==> config.mk <==
export PLATFORM = sky130hd
export DESIGN_NAME = execute_branch_resolve
export DESIGN_NICKNAME = d
export VERILOG_FILES = /design/src/rtl/execute_branch_resolve.sv
export SDC_FILE = /design/constraint.sdc
export NUM_CORES = 1
export LEC_CHECK = 0
export ABC_CLOCK_PERIOD_IN_PS = 5100
export BUFFER_PORTS_ARGS = -buffer_cell sky130_fd_sc_hd__buf_2
export CAP_MARGIN = 25
export CORE_UTILIZATION = 55
export CTS_BUF_LIST = sky130_fd_sc_hd__clkbuf_4
export CTS_CLUSTER_DIAMETER = 30
export DETAILED_ROUTE_END_ITERATION = 6
export PLACE_DENSITY = 0.89
export SLEW_MARGIN = 20
export SYNTH_ARGS = -nofsm -noshare
export SYNTH_HDL_FRONTEND = slang
export SYNTH_SLANG_ARGS = --single-unit
==> constraint.sdc <==
create_clock -name iCLOCK -period 5.1 [get_ports iCLOCK]
set_clock_uncertainty 0.2 [all_clocks]
set_input_delay 1.02 -clock iCLOCK [delete_from_list [all_inputs] [get_ports iCLOCK]]
set_output_delay 1.02 -clock iCLOCK [all_outputs]
set_load 0.01 [all_outputs]
==> src/rtl/execute_branch_resolve.sv <==
// Execute-stage branch resolution: registers the branch unit result, compares
// it with the fetch prediction, and sequences flush / interrupt-branch / halt
// handshakes. Upstream is stalled while any request is outstanding.
// Optional statistics counters: define EXECUTE_BRANCH_RESOLVE_STAT_EN.
module execute_branch_resolve (
  input  logic        iCLOCK,
  input  logic        inRESET,
  input  logic        iRESET_SYNC,
`ifdef EXECUTE_BRANCH_RESOLVE_STAT_EN
  output logic [31:0] oSTAT_BRANCH_COUNT,
  output logic [31:0] oSTAT_MISS_COUNT,
`endif
  input  logic        iVALID,
  output logic        oBUSY,
  input  logic [31:0] iPC,
  input  logic [31:0] iBRANCH_ADDR,
  input  logic        iJUMP_VALID,
  input  logic        iNOT_JUMP_VALID,
  input  logic        iIB_VALID,
  input  logic        iIDTS_VALID,
  input  logic        iHALT_VALID,
  input  logic        iPREDICT_TAKEN,
  input  logic [31:0] iPREDICT_ADDR,
  output logic        oFLUSH_VALID,
  output logic [31:0] oFLUSH_ADDR,
  input  logic        iFLUSH_ACK,
  output logic        oPREDICT_UPDATE_VALID,
  output logic [31:0] oPREDICT_UPDATE_PC,
  output logic        oPREDICT_UPDATE_TAKEN,
  output logic [31:0] oPREDICT_UPDATE_ADDR,
  output logic        oIB_REQ,
  input  logic        iIB_ACK,
  output logic        oHALT,
  input  logic        iHALT_RELEASE
);

  typedef enum logic [1:0] {IDLE, FLUSH, IBREQ, HALTED} state_t;

  state_t      state_reg, state_next;
  logic [31:0] flush_addr_reg, flush_addr_next;
  logic        upd_valid_reg, upd_valid_next;
  logic [31:0] upd_pc_reg, upd_pc_next;
  logic        upd_taken_reg, upd_taken_next;
  logic [31:0] upd_addr_reg, upd_addr_next;

  logic        accept;
  logic        sel_halt, sel_ib, sel_idts, sel_br;
  logic        jump_miss, not_jump_miss, mispredict;
  logic [31:0] restart_addr;

  // Decode the accepted result with HALT > IB > IDTS > branch priority.
  always_comb begin
    accept        = iVALID && (state_reg == IDLE);
    sel_halt      = iHALT_VALID;
    sel_ib        = !iHALT_VALID && iIB_VALID;
    sel_idts      = !iHALT_VALID && !iIB_VALID && iIDTS_VALID;
    sel_br        = !iHALT_VALID && !iIB_VALID && !iIDTS_VALID &&
                    (iJUMP_VALID || iNOT_JUMP_VALID);
    // JUMP wins if both condition flags are set.
    jump_miss     = iJUMP_VALID && (!iPREDICT_TAKEN || (iPREDICT_ADDR != iBRANCH_ADDR));
    not_jump_miss = !iJUMP_VALID && iNOT_JUMP_VALID && iPREDICT_TAKEN;
    mispredict    = sel_br && (jump_miss || not_jump_miss);
    restart_addr  = (sel_idts || jump_miss) ? iBRANCH_ADDR : (iPC + 32'd4);
  end

  // Next-state logic and registered output contents.
  always_comb begin
    state_next      = state_reg;
    flush_addr_next = flush_addr_reg;
    upd_valid_next  = 1'b0;
    upd_pc_next     = upd_pc_reg;
    upd_taken_next  = upd_taken_reg;
    upd_addr_next   = upd_addr_reg;
    case (state_reg)
      IDLE: begin
        if (accept) begin
          if (sel_halt) begin
            state_next = HALTED;
          end else if (sel_ib) begin
            state_next = IBREQ;
          end else if (sel_idts || mispredict) begin
            state_next      = FLUSH;
            flush_addr_next = restart_addr;
          end
          if (sel_br) begin
            upd_valid_next = 1'b1;
            upd_pc_next    = iPC;
            upd_taken_next = iJUMP_VALID;
            upd_addr_next  = iBRANCH_ADDR;
          end
        end
      end
      FLUSH: begin
        if (iFLUSH_ACK) begin
          state_next      = IDLE;
          flush_addr_next = 32'd0;
        end
      end
      IBREQ: begin
        if (iIB_ACK) state_next = IDLE;
      end
      HALTED: begin
        if (iHALT_RELEASE) state_next = IDLE;
      end
      default: state_next = IDLE;
    endcase
  end

  // State and output registers; reset aborts any pending request.
  always_ff @(posedge iCLOCK or negedge inRESET) begin
    if (!inRESET) begin
      state_reg      <= IDLE;
      flush_addr_reg <= 32'd0;
      upd_valid_reg  <= 1'b0;
      upd_pc_reg     <= 32'd0;
      upd_taken_reg  <= 1'b0;
      upd_addr_reg   <= 32'd0;
    end else if (iRESET_SYNC) begin
      state_reg      <= IDLE;
      flush_addr_reg <= 32'd0;
      upd_valid_reg  <= 1'b0;
      upd_pc_reg     <= 32'd0;
      upd_taken_reg  <= 1'b0;
      upd_addr_reg   <= 32'd0;
    end else begin
      state_reg      <= state_next;
      flush_addr_reg <= flush_addr_next;
      upd_valid_reg  <= upd_valid_next;
      upd_pc_reg     <= upd_pc_next;
      upd_taken_reg  <= upd_taken_next;
      upd_addr_reg   <= upd_addr_next;
    end
  end

  assign oBUSY                 = (state_reg != IDLE);
  assign oFLUSH_VALID          = (state_reg == FLUSH);
  assign oFLUSH_ADDR           = flush_addr_reg;
  assign oIB_REQ               = (state_reg == IBREQ);
  assign oHALT                 = (state_reg == HALTED);
  assign oPREDICT_UPDATE_VALID = upd_valid_reg;
  assign oPREDICT_UPDATE_PC    = upd_pc_reg;
  assign oPREDICT_UPDATE_TAKEN = upd_taken_reg;
  assign oPREDICT_UPDATE_ADDR  = upd_addr_reg;

`ifdef EXECUTE_BRANCH_RESOLVE_STAT_EN
  logic [31:0] stat_branch_count_reg;
  logic [31:0] stat_miss_count_reg;

  // Saturating branch / mispredict counters.
  always_ff @(posedge iCLOCK or negedge inRESET) begin
    if (!inRESET) begin
      stat_branch_count_reg <= 32'd0;
      stat_miss_count_reg   <= 32'd0;
    end else if (iRESET_SYNC) begin
      stat_branch_count_reg <= 32'd0;
      stat_miss_count_reg   <= 32'd0;
    end else begin
      if (accept && sel_br && (stat_branch_count_reg != 32'hFFFF_FFFF))
        stat_branch_count_reg <= stat_branch_count_reg + 32'd1;
      if (accept && mispredict && (stat_miss_count_reg != 32'hFFFF_FFFF))
        stat_miss_count_reg <= stat_miss_count_reg + 32'd1;
    end
  end

  assign oSTAT_BRANCH_COUNT = stat_branch_count_reg;
  assign oSTAT_MISS_COUNT   = stat_miss_count_reg;
`endif

endmodule

==> run_results.csv <==
group,metric,value,unit
critical_path,crit_end,"oFLUSH_ADDR[7]",
final_layout,syn2layout_area_growth,23.2,%
critical_path,crit_buf_inv,1,
worst_hold_path,hp-class,"reg2reg",
sta,fin_crit_sh,0.678,
detailed_routing,wl_met2,8000,um
clocking,clock_sinks,100,
final_layout,final_layout_size_suffix_gt1_frac,0.363,
worst_hold_path,hp-start,"oFLUSH_ADDR[7]",
run_status,outcome,"finished clean",
critical_path,cp_data_required_time,5250,ps
logic_synthesis,syn_avg_cell_area,9.74,um2
sta,setup_tns,0,ps
final_layout,n_antenna_cell,0,
critical_path,crit_top_cell,"nand4_1",
die,fp-row-count,35,
critical_path,r2r-start,"state_reg[1]",
global_route,grt-ovfl-total,0,
logic_synthesis,yosys-top-cells-count,"nand2_1 (146), dfrtp_1 (100), a21oi_1 (68)",
sta,worst_slew_pin_slew,1020,ps
critical_path,crit_arrival,3610,ps
power,seqPwrFrac,0.520,
die,pin_count,211,
sta,fmax,289,MHz
critical_path,crit_path_max_fanout,32,
detailed_routing,firstDrtPassIters,6,
logic_synthesis,synth_cell_types,41,
die,die_x,101,um
logic_synthesis,yosys_most_used_dff,"dfrtp_1",
logic_synthesis,yosys_register_bits,100,
logic_synthesis,synth_area_leaders,"dfrtp_1 (46%), nand2_1 (10%), o2bb2ai_2 (8.3%)",
clocking,clk_latency,430,ps
critical_path,crit_path_cell_trace,"buf_2, xnor2_1, nand4_1, nor4_1, nand4_1, or3_4, nand2_2, o2bb2ai_1",
worst_hold_path,hold_depth,1,
detailed_routing,wirelength,16400,um
sta,setup_viol,0,
critical_path,rr_worst_depth,6,
detailed_routing,wl_met3,1400,um
logic_synthesis,synth_area_leader_cell,"dfrtp_1",
global_route,grt_start_max_net_pins,72,
sta,hold_viol,0,
sta,min_period,3460,ps
detailed_routing,routed.top_layer,"met4",
final_layout,post-route-util,0.710,
power,power_switching,0.455,mW
logic_synthesis,synth_area,5430,um2
detailed_routing,dr_total_vias,5018,
global_route,grt_pass1_vias,4867,
final_layout,layout.nets,862,
logic_synthesis,synth_edf_count,0,
clocking,clk_pin_slew,150,ps
global_route,antenna_found_initial,0,
clocking,cts.hold.buffers_added,0,
placed_design,dp_hpwl,12300,um
die,start_util,0.576,
detailed_routing,drt-vias-per-instance,5.66,
logic_synthesis,synth_most_common_cell,"nand2_1",
clocking,numCtsBuffers,9,
logic_synthesis,async_flop_share,1.00,
clocking,cts_root_buf,"clkbuf_4",
power,total_power,1.58,mW
die,die_h,101,um
detailed_routing,wl_per_cell,18.5,um
global_route,grt_pass1_wl,25100,um
logic_synthesis,yosys.area.top_type_share,0.461,
detailed_routing,antenna_left,0,
logic_synthesis,netlist_instances,557,
critical_path,timing.rr.end,"oFLUSH_ADDR[7]",
sta,max_slew_margin,0.319,
run,max_cap_viol_count,0,
clocking,cts_buffer_depth,2,
critical_path,crit_type,"in2reg",
logic_synthesis,syn_nets,667,
critical_path,worstSetupStartpoint,"iBRANCH_ADDR[18]",
detailed_routing,drc_errors,0,
power,p_comb_frac,0.174,
power,intPower,1.13,mW
clocking,post_cts_resized,0,
clocking,cts_setup_buffers,0,
critical_path,max_stage_delay,750,ps
placed_design,dpl_cell_area,6520,um2
logic_synthesis,ys_seq_area_frac,0.461,
clocking,cts_tree,"done",
power,sw_frac_of_total,0.287,
critical_path,ff2ff_setup_slack,2160,ps
placed_design,io_buffers,210,
critical_path,end_kind,"flop",
sta,rsz0062_at_grt,"false",
die,core_area,9420,um2
placed_design,gp_congestion,0.897,
logic_synthesis,ys_warn_count,0,
critical_path,critical-path-top-delay-family,"simple AND/OR/NAND/NOR gates",
detailed_routing,met1Wirelength,6610,um
critical_path,cp.depth,8,
critical_path,start_kind,"primary input",
sta,slew_viol_final,0,
power,leakage,3.31,nW
die,dieArea,10300,um2
power,clockPowerShare,0.306,
final_layout,final_cell_area,6690,um2
power,power_density,237,nW/um2
critical_path,crit_path_top_delay_cell,"nand2_2",
power,ir_worst_vdd,221,uV
global_route,grt.total_usage,0.326,
clocking,htreeDepth,3,
detailed_routing,drtIter0Drc,280,
sta,fin_hold_ws,315,ps
worst register-to-register path, cell delays in order, from the launching register on:
cell and delay [ps]:
dfrtp_1 470, nor2_2 210, inv_2 60, or4_1 540, or3_4 420, nand2_2 760
o2bb2ai_1 200
cells in the final DEF (no fill, tap or decap), drive strengths merged, types with 2 or more instances in the layout:
cell type	n
nand2	146
xnor2	43
nand3	16
or3	3
nor3	5
nor4	3
buf	216
o22ai	2
nor2	19
o31ai	2
o2bb2ai	32
clkinv	3
inv	8
and2	4
a21oi	68
clkbuf	11
mux2i	34
dfrtp	100
and4	3
nand4	10
bufinv	2
xor2	13
nor2b	2
and3	3
nand3b	2
power groups by stage:
stage	Sequential (mW)	Combinational (mW)	Clock [mW]
after floorplan	0.843	0.133	0
after global placement	0.836	0.265	0
after detailed placement	0.837	0.274	0
after CTS	0.823	0.275	0.496
after global routing	0.825	0.298	0.520
final	0.823	0.276	0.485
area by class of cell:
| cell class | instances | area [um2] |
|---|---|---|
| multi-input cells | 417 | 2710 |
| clock buffers | 11 | 82.6 |
| fillers | 727 | 2730 |
| clock inverters | 5 | 86.3 |
| inverters | 8 | 30.0 |
| flip-flops and latches | 100 | 2500 |
| repair buffers | 216 | 1110 |
| well taps | 129 | 161 |
layer usage:
metal,global-route usage,vias to the layer above
met5,0,-
met4,0.100,0
met3,0.0628,34
met2,0.557,288
met1,0.421,2406
li1,-,2290
cell families after synthesis:
family          after synthesis  synth area share
buf+inv                      40            0.0404
flops                       100             0.461
mux                          34            0.0627
fa+ha+maj                     1           0.00231
simple gates                219             0.179
xor+xnor                     56            0.0932
compound gates              107             0.161
per-stage QoR:
step	cells	setup WS, ps
2_1_floorplan	557	2140
3_3_place_gp	869	1310
5_1_grt	886	1590
3_5_place_dp	870	1170
6_report	886	1640
4_1_cts	886	1650
worst min path at each step:
stage	to
5_1_grt	oFLUSH_ADDR[3]
2_1_floorplan	oFLUSH_ADDR[6]
3_3_place_gp	oFLUSH_ADDR[6]
4_1_cts	oFLUSH_ADDR[7]
6_report	oFLUSH_ADDR[7]
3_5_place_dp	oFLUSH_ADDR[7]
(Power assumes the default switching activity.)
